## config.mk

```make
export PLATFORM = sky130hd
export DESIGN_NAME = tiny45_mem_arbiter
export DESIGN_NICKNAME = d
export VERILOG_FILES = /design/src/rtl/tiny45_mem_defs_pkg.sv /design/src/rtl/tiny45_instr_fifo.sv /design/src/rtl/tiny45_mem_arbiter.sv
export SDC_FILE = /design/constraint.sdc
export NUM_CORES = 1
export LEC_CHECK = 0
export BUFFER_PORTS_ARGS = -buffer_cell sky130_fd_sc_hd__buf_2
export CELL_PAD_IN_SITES_DETAIL_PLACEMENT = 2
export CELL_PAD_IN_SITES_GLOBAL_PLACEMENT = 2
export CORE_MARGIN = 4
export CORE_UTILIZATION = 30
export CTS_BUF_LIST = sky130_fd_sc_hd__clkbuf_4
export DETAILED_ROUTE_END_ITERATION = 8
export GPL_ROUTABILITY_DRIVEN = 1
export PLACE_DENSITY_LB_ADDON = 0.1
export SETUP_SLACK_MARGIN = 0.4
export SLEW_MARGIN = 20
export SYNTH_ARGS = -nofsm -noshare
export SYNTH_HDL_FRONTEND = slang
export SYNTH_HIERARCHICAL = 1
export SYNTH_SLANG_ARGS = --single-unit
```

## constraint.sdc

```tcl
create_clock -name clk -period 3.7 [get_ports clk]
set_input_delay 0.74 -clock clk [delete_from_list [all_inputs] [get_ports clk]]
set_output_delay 0.74 -clock clk [all_outputs]
set_load 0.01 [all_outputs]
```

## src/rtl/tiny45_mem_defs_pkg.sv

```systemverilog
// Shared definitions for the tiny45 memory arbiter: size codes, FSM states,
// funct3 load/store codes and the load-extension helper.
package tiny45_mem_defs_pkg;

    localparam logic [1:0] MEM_BYTE = 2'b00;
    localparam logic [1:0] MEM_HALF = 2'b01;
    localparam logic [1:0] MEM_WORD = 2'b10;
    localparam logic [1:0] MEM_IDLE = 2'b11;

    typedef enum logic [2:0] {
        ST_IDLE,
        ST_FETCH,
        ST_LOAD,
        ST_STORE,
        ST_STREAM
    } state_t;

    localparam logic [2:0] F3_LB  = 3'b000;
    localparam logic [2:0] F3_LH  = 3'b001;
    localparam logic [2:0] F3_LW  = 3'b010;
    localparam logic [2:0] F3_LBU = 3'b100;
    localparam logic [2:0] F3_LHU = 3'b101;
    localparam logic [2:0] F3_SB  = 3'b000;
    localparam logic [2:0] F3_SH  = 3'b001;
    localparam logic [2:0] F3_SW  = 3'b010;

    // funct3[2] selects zero extension (LBU/LHU); otherwise sign-extend.
    function automatic logic [31:0] extend_load(input logic [31:0] word, input logic [2:0] op);
        logic sgn;
        sgn = 1'b0;
        extend_load = word;
        case (op[1:0])
            MEM_BYTE: begin
                sgn = ~op[2] & word[7];
                extend_load = {{24{sgn}}, word[7:0]};
            end
            MEM_HALF: begin
                sgn = ~op[2] & word[15];
                extend_load = {{16{sgn}}, word[15:0]};
            end
            default: extend_load = word;
        endcase
    endfunction

endpackage

```

## src/rtl/tiny45_instr_fifo.sv

```systemverilog
// Two-entry 16-bit instruction halfword buffer; flush overrides push and pop.
module tiny45_instr_fifo
    import tiny45_mem_defs_pkg::*;
#(
    parameter int DEPTH = 2
) (
    input  logic        clk,
    input  logic        rstn,
    input  logic        push,
    input  logic [15:0] push_data,
    input  logic        pop,
    input  logic        flush,
    output logic [15:0] head,
    output logic        valid,
    output logic        full
);

    logic [15:0] mem_reg [2];
    logic        rd_ptr_reg;
    logic        wr_ptr_reg;
    logic [1:0]  count_reg;
    logic        do_push;
    logic        do_pop;

    assign valid   = (count_reg != 2'd0);
    assign full    = (count_reg == 2'(DEPTH));
    assign head    = mem_reg[rd_ptr_reg];
    assign do_push = push && !full;
    assign do_pop  = pop && valid;

    always_ff @(posedge clk) begin
        if (!rstn) begin
            for (int i = 0; i < 2; i++) begin
                mem_reg[i] <= '0;
            end
            rd_ptr_reg <= 1'b0;
            wr_ptr_reg <= 1'b0;
            count_reg  <= 2'd0;
        end else if (flush) begin
            rd_ptr_reg <= 1'b0;
            wr_ptr_reg <= 1'b0;
            count_reg  <= 2'd0;
        end else begin
            if (do_push) begin
                mem_reg[wr_ptr_reg] <= push_data;
                wr_ptr_reg <= ~wr_ptr_reg;
            end
            if (do_pop) begin
                rd_ptr_reg <= ~rd_ptr_reg;
            end
            if (do_push && !do_pop) begin
                count_reg <= count_reg + 2'd1;
            end else if (do_pop && !do_push) begin
                count_reg <= count_reg - 2'd1;
            end
        end
    end

endmodule

```

## src/rtl/tiny45_mem_arbiter.sv

```systemverilog
// Shares one external memory port between instruction prefetch and the core's
// load/store path; load data is returned nibble-serially on the core's counter.
module tiny45_mem_arbiter
    import tiny45_mem_defs_pkg::*;
#(
    parameter int ADDR_BITS  = 24,
    parameter int FIFO_DEPTH = 2
) (
    input  logic                   clk,
    input  logic                   rstn,
    input  logic [2:0]             counter,
    input  logic [ADDR_BITS-1:1]   instr_addr,
    input  logic                   instr_restart,
    input  logic                   instr_pop,
    output logic [15:0]            instr_data,
    output logic                   instr_valid,
    input  logic [ADDR_BITS-1:0]   data_addr,
    input  logic [2:0]             data_op,
    input  logic                   data_load,
    input  logic                   data_store,
    input  logic [31:0]            data_wdata,
    output logic                   data_busy,
    output logic [3:0]             load_nibble,
    output logic                   load_data_ready,
    output logic [ADDR_BITS-1:0]   mem_addr,
    output logic [1:0]             mem_read_n,
    output logic [1:0]             mem_write_n,
    output logic [31:0]            mem_wdata,
    input  logic                   mem_busy,
    input  logic [31:0]            mem_rdata,
    input  logic                   mem_rdata_ready
);

    state_t                 state_reg;
    logic                   accepted_reg;
    logic                   discard_reg;
    logic                   streaming_reg;
    logic [ADDR_BITS-1:1]   fetch_ptr_reg;
    logic                   pend_reg;
    logic                   pend_load_reg;
    logic [ADDR_BITS-1:0]   pend_addr_reg;
    logic [2:0]             pend_op_reg;
    logic [31:0]            pend_wdata_reg;
    logic                   busy_reg;
    logic [31:0]            word_reg;
    logic [ADDR_BITS-1:0]   mem_addr_reg;
    logic [1:0]             mem_read_n_reg;
    logic [1:0]             mem_write_n_reg;
    logic [31:0]            mem_wdata_reg;
    logic [3:0]             load_nibble_reg;
    logic                   ready_reg;

    logic                   buf_full;
    logic                   new_req;
    logic                   accept_now;
    logic                   fetch_done;
    logic                   push;
    logic [2:0]             nib_idx;

    assign new_req    = (data_load || data_store) && !busy_reg;
    assign accept_now = accepted_reg || !mem_busy;
    assign fetch_done = (state_reg == ST_FETCH) && mem_rdata_ready && accept_now;
    // Data from a fetch that was in flight across a restart belongs to the old stream.
    assign push       = fetch_done && !discard_reg && !instr_restart;
    assign nib_idx    = counter + 3'd1;

    tiny45_instr_fifo #(
        .DEPTH (FIFO_DEPTH)
    ) u_fifo (
        .clk       (clk),
        .rstn      (rstn),
        .push      (push),
        .push_data (mem_rdata[15:0]),
        .pop       (instr_pop),
        .flush     (instr_restart),
        .head      (instr_data),
        .valid     (instr_valid),
        .full      (buf_full)
    );

    always_ff @(posedge clk) begin
        if (!rstn) begin
            state_reg       <= ST_IDLE;
            accepted_reg    <= 1'b0;
            discard_reg     <= 1'b0;
            streaming_reg   <= 1'b0;
            fetch_ptr_reg   <= '0;
            pend_reg        <= 1'b0;
            pend_load_reg   <= 1'b0;
            pend_addr_reg   <= '0;
            pend_op_reg     <= 3'd0;
            pend_wdata_reg  <= 32'd0;
            busy_reg        <= 1'b0;
            word_reg        <= 32'd0;
            mem_addr_reg    <= '0;
            mem_read_n_reg  <= MEM_IDLE;
            mem_write_n_reg <= MEM_IDLE;
            mem_wdata_reg   <= 32'd0;
            load_nibble_reg <= 4'd0;
            ready_reg       <= 1'b0;
        end else begin
            if (instr_restart) begin
                fetch_ptr_reg <= instr_addr;
            end else if (push) begin
                fetch_ptr_reg <= fetch_ptr_reg + {{(ADDR_BITS-2){1'b0}}, 1'b1};
            end

            if (new_req) begin
                pend_reg       <= 1'b1;
                busy_reg       <= 1'b1;
                pend_load_reg  <= data_load;
                pend_addr_reg  <= data_addr;
                pend_op_reg    <= data_op;
                pend_wdata_reg <= data_wdata;
            end

            case (state_reg)
                ST_IDLE: begin
                    accepted_reg <= 1'b0;
                    if (pend_reg) begin
                        pend_reg     <= 1'b0;
                        mem_addr_reg <= pend_addr_reg;
                        if (pend_load_reg) begin
                            mem_read_n_reg <= pend_op_reg[1:0];
                            state_reg      <= ST_LOAD;
                        end else begin
                            mem_write_n_reg <= pend_op_reg[1:0];
                            mem_wdata_reg   <= pend_wdata_reg;
                            state_reg       <= ST_STORE;
                        end
                    end else if (!buf_full && !instr_restart) begin
                        mem_read_n_reg <= MEM_HALF;
                        mem_addr_reg   <= {fetch_ptr_reg, 1'b0};
                        state_reg      <= ST_FETCH;
                    end
                end
                ST_FETCH: begin
                    if (!accepted_reg && !mem_busy) begin
                        accepted_reg   <= 1'b1;
                        mem_read_n_reg <= MEM_IDLE;
                    end
                    if (fetch_done) begin
                        discard_reg <= 1'b0;
                        state_reg   <= ST_IDLE;
                    end else if (instr_restart) begin
                        discard_reg <= 1'b1;
                    end
                end
                ST_LOAD: begin
                    if (!accepted_reg && !mem_busy) begin
                        accepted_reg   <= 1'b1;
                        mem_read_n_reg <= MEM_IDLE;
                    end
                    if (mem_rdata_ready && accept_now) begin
                        word_reg      <= extend_load(mem_rdata, pend_op_reg);
                        streaming_reg <= 1'b0;
                        state_reg     <= ST_STREAM;
                    end
                end
                ST_STORE: begin
                    if (!mem_busy) begin
                        mem_write_n_reg <= MEM_IDLE;
                        busy_reg        <= 1'b0;
                        state_reg       <= ST_IDLE;
                    end
                end
                ST_STREAM: begin
                    // Outputs are registered one cycle ahead so nibble k lines up with counter==k.
                    if (!streaming_reg) begin
                        if (counter == 3'd7) begin
                            streaming_reg   <= 1'b1;
                            ready_reg       <= 1'b1;
                            load_nibble_reg <= word_reg[3:0];
                        end
                    end else if (counter == 3'd7) begin
                        streaming_reg   <= 1'b0;
                        ready_reg       <= 1'b0;
                        load_nibble_reg <= 4'd0;
                        busy_reg        <= 1'b0;
                        state_reg       <= ST_IDLE;
                    end else begin
                        load_nibble_reg <= word_reg[{nib_idx, 2'b00} +: 4];
                    end
                end
                default: state_reg <= ST_IDLE;
            endcase
        end
    end

    assign data_busy       = busy_reg;
    assign load_nibble     = load_nibble_reg;
    assign load_data_ready = ready_reg;
    assign mem_addr        = mem_addr_reg;
    assign mem_read_n      = mem_read_n_reg;
    assign mem_write_n     = mem_write_n_reg;
    assign mem_wdata       = mem_wdata_reg;

endmodule

```

# Word-level counts from Yosys, hierarchy flattened

Memory sizes are Yosys's and may differ from the RTL's. A register that Yosys moved wholly into a read port is not among the register bits.
Cells that the tools add are included.

Add/sub/neg operators: 4
Equal/unequal tests: 17
Shifts and indexed selects: 1
Mux-type cells: 58
Bitwise logic cells: 7
Reduce and logical (&&, ||, !) cells: 47

Operators with widths:

| kind                                                 | count |
|---|---|
| one-hot mux 32 bit (2 select lines)                  | 1 |
| two-way mux 24 bit                                   | 2 |
| two-way mux 23 bit                                   | 2 |
| indexed part select 32 x 6 -> 4 bit                  | 1 |
| two-way mux 1 bit                                    | 27 |
| adder 23 x 1 -> 23 bit (second input constant)       | 1 |
| two-way mux 3 bit                                    | 7 |
| two-way mux 2 bit                                    | 9 |
| nonzero test 2 bit                                   | 9 |
| two-way mux 16 bit                                   | 1 |
| OR reduction 16 bit                                  | 1 |
| one-hot mux 3 bit (5 select lines)                   | 1 |
| inequality test 2 bit (second input constant)        | 7 |
| AND reduction 2 bit                                  | 7 |
| logical AND 1 bit                                    | 12 |
| two-way mux 4 bit                                    | 3 |
| zero test 1 bit                                      | 8 |
| one-hot mux 2 bit (2 select lines)                   | 2 |
| AND reduction 4 bit                                  | 2 |
| equality test 3 x 2 -> 1 bit (second input constant) | 2 |
| equality test 3 bit (second input constant)          | 2 |
| inequality test 3 bit (second input constant)        | 2 |
| one-hot mux 1 bit (2 select lines)                   | 3 |
| AND reduction 6 bit                                  | 1 |
| other kinds (14)                                     | 21 |

Bits in registers: 192
RAM bits: 32
Input port bits: 125
Output and inout bits: 83
Logic and storage cells: 156
Memories kept: 1

Memories:

| memory         | words | bits a word | rd ports | clocked after Yosys merged registers in | write ports | RTL line                | text |
|---|---|---|---|---|---|---|---|
| u_fifo.mem_reg | 2     | 16          | 1        | 1                                       | 2           | tiny45_instr_fifo.sv:18 | `logic [15:0] mem_reg [2];` |

# Longest topological paths before layout

Gate-level depths: netlist of the first run.

Depth in word-level cells: 12
Depth in mapped cells: 10
Mapped depth without buffers: 9

# Hierarchy

The synthesis of the first run kept the hierarchy.

Modules (own cells, without submodules):

| module             | times used | cells an instance | area an instance (um^2) | seq. area each (um^2) |
|---|---|---|---|---|
| tiny45_mem_arbiter | 1          | 961               | 7892.6                  | 3763.6 |
| tiny45_instr_fifo  | 1          | 113               | 1649.1                  | 1061.0 |

# Worst setup path before layout of the first run

OpenSTA, ideal clock, no wires.

Kind: input port to flip-flop
Start: input port mem_busy
End: memory u_fifo.mem_reg[0][0] (enable)
Library setup time: 375 ps
Data arrival time: 2311 ps
Data required time: 3325 ps
Slack: 1014 ps
Stages on the path: 7
Path buffers: 1
Cell sequence: nand2b_1 > clkbuf_1 > nand3_1 > nor2_1 > inv_1 > nor4_4 > nand2b_1

RTL lines:

| what            | RTL line                 | text |
|---|---|---|
| start, declared | tiny45_mem_arbiter.sv:29 | `input logic mem_busy,` |
| end, declared   | tiny45_instr_fifo.sv:18  |  |

==> reports/qor.yml, run 1 <==
worst_setup_path:
  worst_path_most_repeated_cell: "buf_4"
  reg2reg_from: "state_reg[0]"
  crit_family: "simple AND/OR/NAND/NOR gates"
  crit_path_start: "state_reg[0]"
  critPathKind: "flop to flop"
  crit_slowest_cell: "dfxtp_1"
  crit_path_start_kind: "flop"
  arrival_ns: 3.12
  cp_num_buf_inv: 3
  required_ns: 4.01
  end_kind: "flop"
  cpPeakStageDelay_ns: 0.57
  worstPathCellList: "nor4b_1 > buf_4 > nand3_1 > nor2_1 > inv_1 > nor4_4 > buf_4 > nand2b_2"
  crit_fanout: 17
route:
  post-route-drc-count: 0
  dr.pass1.iters: 4
  drt_iter0_drc: 327
  wl_per_cell_um: 18.7
  finalWirelength_um: 32500
  viasPerCell: 5.02
  num_vias: 8698
  ant_nets: 0
pwr:
  p_comb_frac: 0.165
  p_per_area_nw_per_um2: 540
  leakagePower_nw: 4.71
  p_sw_w: 0.00191
  swShare: 0.301
  ir_worst_vdd_mv: 0.203
  clkPwrFrac: 0.386
  pwr-share-seq: 0.449
  p_total_w: 0.00636
  p_int_w: 0.00445
place:
  dp_hpwl_um: 22700
  io_buffers: 207
  gp_congestion: 0.756
  placed_area_um2: 10900
sta:
  timing.final.crit_share: 0.760
  setup_tns_ns: 0
  grt_setup_unrepaired: "false"
  fmax_ghz: 0.356
  clock_skew_ns: 0.0435
  worstMarginPinSlew_ns: 1.00
  final_max_slew_viol_count: 0
  relSlewSlack: 0.329
  setup_violations: 0
  timing.hold.ws_ns: 0.315
  hold_viol: 0
  period_minus_slack_ns: 2.81
layout:
  area_delta_synth_final_pct: 23.5
  final_area_um2: 11800
  seqCellArea_um2: 4830
  drive_gt1_frac: 0.281
  nFillCells: 3583
  multi_input_area_um2: 4350
  fin_nets: 1418
synthesis:
  yosysSeqAreaShare: 0.506
  yosysUniqueCellTypes: 58
  yosysMostFrequentCell: "nand2_1"
  synth_top_area_cell: "dfxtp_1"
  synth_area_um2: 9540
  synth_ff_type: "dfxtp_1"
  syn-num-nets: 1204
  async_reset_ff_frac: 0
  synth_top_area_share: 0.405
  synthTopCellsByCount: "nand2_1 (238), dfxtp_1 (193), a21oi_1 (134)"
  synth_cells: 1074
  synthTopCellsByArea: "dfxtp_1 (40%), edfxtp_1 (10%), nand2_1 (9.4%)"
  ys.warnings.count: 6
  synth.avg_cell_area_um2: 8.88
  synth_seq_cells: 225
  synth_edf_count: 32
hold_path:
  hold_class: "input port to flop"
  hp-start: "data_wdata[22]"
global_route:
  track_usage: 0.183
  grt_overflow_total: 0
  grt_pass1_vias: 9315
  grt_max_degree: 71
  antenna_found_initial: 12
  grt_pass1_wl_um: 51700
clocking:
  cts_tree: "done"
  ctsLongestPathBuffers: 3
  numCtsBuffers: 67
  cts_setup_buffers: 0
  cts.clk_slew.worst_paths_ns: 0.06
  clk-insertion-delay-late_ns: 0.67
  ctsHtreeMaxLevel: 3
  ctsHoldBuffers: 0
  cts-root-buf: "clkbuf_4"
  cts.sinks: 225
floorplanning:
  core.rowCount: 65
  dieArea_um2: 34700
  core_um2: 31500
  ioPinCount: 208
  die_x_um: 186
  dieHeight_um: 186
  initial_core_util: 0.303
run_status:
  outcome: "finished, final reports clean"
run:
  cap_violations: 0
[worst paths after layout]
path                     endpoint  slack [ns]  cells past startpoint
max          u_fifo/mem_reg[0][1]        0.89                      8
min            pend_wdata_reg[22]        0.32                      3
max reg2reg  u_fifo/mem_reg[0][1]        0.89                      8
min reg2reg         mem_wdata[28]        0.45                      2
[worst reg2reg max path, stage by stage (launching register included)]
cell      delay, ns
dfxtp_1        0.57
nor4b_1        0.31
buf_4          0.19
nand3_1        0.18
nor2_1         0.14
inv_1          0.13
nor4_4         0.27
buf_4          0.23
nand2b_2       0.44
[area by class of cell]
| type | count | area share |
|---|---|---|
| Antenna cell | 2 | 0.000425 |
| Clock buffer | 99 | 0.0631 |
| Clock inverter | 10 | 0.00871 |
| Inverter | 11 | 0.00372 |
| Multi-Input combinational cell | 756 | 0.369 |
| Sequential cell | 225 | 0.410 |
| Tap cell | 402 | 0.0427 |
| Timing Repair Buffer | 227 | 0.103 |
[power by group through the flow]
| stage | clock network, W | registers [W] | logic, W |
|---|---|---|---|
| floorplan | 0 | 0.00287 | 0.000651 |
| global placement | 0 | 0.00290 | 0.00105 |
| detailed placement | 0 | 0.00291 | 0.00108 |
| CTS | 0.00258 | 0.00286 | 0.00108 |
| global route | 0.00270 | 0.00288 | 0.00119 |
| finish | 0.00245 | 0.00286 | 0.00105 |
[logic make-up (layout without fill, tap and decap cells)]
group	Yosys count	after routing	share of synthesized area
AOI/OAI and AO/OA	263	263	0.157
xor gates and xnor gates	8	8	0.00734
adders and majority gates	5	5	0.00656
buffers and inverters	93	347	0.0400
DFF	225	225	0.506
muxes	58	58	0.0736
other	0	2	0
and+or+nand+nor	422	422	0.210
[layout by cell type (no fill, tap or decap), drive strengths merged, types with 32 or more instances in the layout]
cell type,instances
dfxtp,193
edfxtp,32
nor2,45
o21ai,59
mux2i,33
and2,33
clkbuf,99
a21oi,134
buf,227
nand2,238
[stage by stage]
| stage | std cells | util | setup WS (ns) |
|---|---|---|---|
| 4_1_cts | 1730 | 0.374 | 0.560 |
| 6_report | 1732 | 0.374 | 0.889 |
| 3_5_place_dp | 1621 | 0.347 | 0.418 |
| 3_3_place_gp | 1621 | 0.347 | 0.569 |
| 5_1_grt | 1732 | 0.374 | 0.537 |
| 2_1_floorplan | 1074 | - | 1.01 |
[metal layers]
layer | vias to the layer above | share of wire | track usage
li1 | 4214 | - | -
met1 | 4210 | 0.45 | 0.225
met2 | 182 | 0.47 | 0.300
met3 | 72 | 0.060 | 0.0640
met4 | 20 | 0.021 | 0.0611
met5 | - | 0.0043 | 0
[what timing repair did]
action,4_1_cts,5_1_grt
endpoints found under the setup margin,0,16
gates resized for setup,0,1
endpoints found under the hold margin,0,0
Power figures use the tool's default switching activity.
==> run 2, diff against run 1 <==
==> constraint.sdc (replaced) <==
create_clock -name clk -period 2.4 [get_ports clk]
set_input_delay 0.48 -clock clk [delete_from_list [all_inputs] [get_ports clk]]
set_output_delay 0.48 -clock clk [all_outputs]
set_load 0.01 [all_outputs]
==> run 2 against run 1 <==
Cell count up 3.6%; non-clock buffer count up 59; sequential share of layout area down 2.8 points; final area up 7.6%; sequential power up 53%; wire length up 5.5%; count of clock-buffer cells in the layout down 4; via count up 3.5%; die area unchanged; sequential cell count unchanged; first-iteration DRC count down 0.92%; critical path depth down 5; largest cell class unchanged.
==> reports/qor.yml, run 2 (synthesis gave the netlist of run 1 again) <==
worst_setup_path:
  crit_path_start_kind: "flop"
  critPathKind: "flop to output port"
  worstPathCellList: "buf_12 > mux2_4 > buf_6"
  worst-r2r-cell-count: 4
  cpPeakStageDelay_ns: 0.38
  regToRegSetupSlack_ns: 0.34
  end_kind: "output port"
  arrival_ns: 1.61
  crit_family: "flip-flops"
  cp_num_buf_inv: 2
  required_ns: 1.92
  reg2reg_from: "discard_reg"
  worstReg2RegEnd: "fetch_ptr_reg[13]"
  crit_slowest_cell: "dfxtp_4"
  crit_fanout: 8
global_route:
  track_usage: 0.192
  grt_overflow_total: 0
  grt_pass1_wl_um: 54500
  grt_pass1_vias: 9723
  grt_max_degree: 47
  antenna_found_initial: 5
sta:
  setup_violations: 0
  worstMarginPinSlew_ns: 0.826
  relSlewSlack: 0.448
  period_minus_slack_ns: 2.09
  clock_skew_ns: 0.0634
  layout_setup_ws_ns: 0.307
  fmax_ghz: 0.478
  grt_setup_unrepaired: "true"
  setup_tns_ns: 0
  timing.hold.ws_ns: 0.0658
  hold_viol: 0
  final_max_slew_viol_count: 0
  timing.final.crit_share: 0.872
clocking:
  numCtsBuffers: 68
  ctsLongestPathBuffers: 3
  cts-root-buf: "clkbuf_4"
  cts.sinks: 225
  clk-insertion-delay-late_ns: 0.69
  cts.clk_slew.worst_paths_ns: 0.06
  cts_tree: "done"
  ctsHtreeMaxLevel: 3
layout:
  area_delta_synth_final_pct: 32.9
  final_cells: 1795
  drive_gt1_frac: 0.306
  final_cell_mix: "nand2_1 (238), buf_2 (191), dfxtp_1 (187)"
  fin_nets: 1481
  final_util: 0.403
  layout_commonest_cell: "nand2_1"
pwr:
  pwr-share-seq: 0.443
  p_int_w: 0.00685
  ir_worst_vdd_mv: 0.273
  leakagePower_nw: 5.12
  swShare: 0.306
  p_per_area_nw_per_um2: 779
  clkPwrFrac: 0.365
  p_comb_frac: 0.192
  p_sw_w: 0.00302
run:
  cap_violations: 0
route:
  viasPerCell: 5.01
  num_vias: 8999
  dr.pass1.iters: 4
  wl_per_cell_um: 19.1
  finalWirelength_um: 34200
  drt_iter0_drc: 324
  ant_nets: 0
  post-route-drc-count: 0
hold_path:
  hold_class: "input port to flop"
  hp-start: "data_wdata[28]"
  min_to: "pend_wdata_reg[28]"
  holdPathStages: 3
floorplanning:
  core_um2: 31500
  ioPinCount: 208
  die_x_um: 186
  initial_core_util: 0.303
  core.rowCount: 65
  dieArea_um2: 34700
  dieHeight_um: 186
run_status:
  outcome: "finished, final reports clean"
place:
  gp_congestion: 0.756
  dp.cells: 1643
  dp_hpwl_um: 23300
  io_buffers: 207
  place_ws_ns: 0.173
==> run 2: per-layer routing <==
layer  GRT usage  share of wire
met1       0.249           0.45
met2       0.315           0.47
met3      0.0585          0.063
met4      0.0478          0.014
met5           0         0.0016
==> run 2: worst reg2reg max path, stage by stage (launching register included) <==
cell,delay (ns)
dfxtp_4,0.36
or4b_4,0.56
or4_4,0.48
or4_1,0.43
a31oi_1,0.17
==> run 2: worst max path at each step <==
stage,startpoint,end,depth (start not counted)
after floorplan,state_reg[2],fetch_ptr_reg[16],5
after global placement,mem_busy,fetch_ptr_reg[16],5
after detailed placement,mem_rdata_ready,fetch_ptr_reg[16],5
after CTS,flop,instr_data[0],3
after global routing,flop,instr_data[15],3
final,flop,instr_data[15],3
==> run 2: layout make-up <==
type                       instances  area (µm²)
inverter                          11        46.3
sequential                       225        4840
tap                              402         503
clock buffer                      95         713
timing repair buffer             286        1920
antenna                            2        5.00
clock inverter                    15        95.1
fill                            3550       18800
multi-input combinational        759        4560
==> run 2: power by group through the flow <==
stage	clock [W]	combinational, W	sequential, W
global placement	0	0.00176	0.00443
CTS	0.00378	0.00191	0.00437
floorplan	0	0.00102	0.00443
global route	0.00401	0.00210	0.00441
finish	0.00360	0.00190	0.00437
detailed placement	0	0.00181	0.00445
==> run 2: timing repair <==
item                                   4_1_cts  5_1_grt
hold buffers                                27        0
setup endpoints to repair                   56       64
pin swaps                                    8       11
buffers inserted                             5        4
resized for setup                           49       17
gates cloned                                 1        3
endpoints found under the hold margin       27        0
==> run 2: through the flow <==
stage / power, W / cell area, µm²
floorplan: 0.00545 / 9600
global placement: 0.00620 / 11200
detailed placement: 0.00626 / 11200
CTS: 0.0101 / 12600
global route: 0.0105 / 12700
finish: 0.00987 / 12700
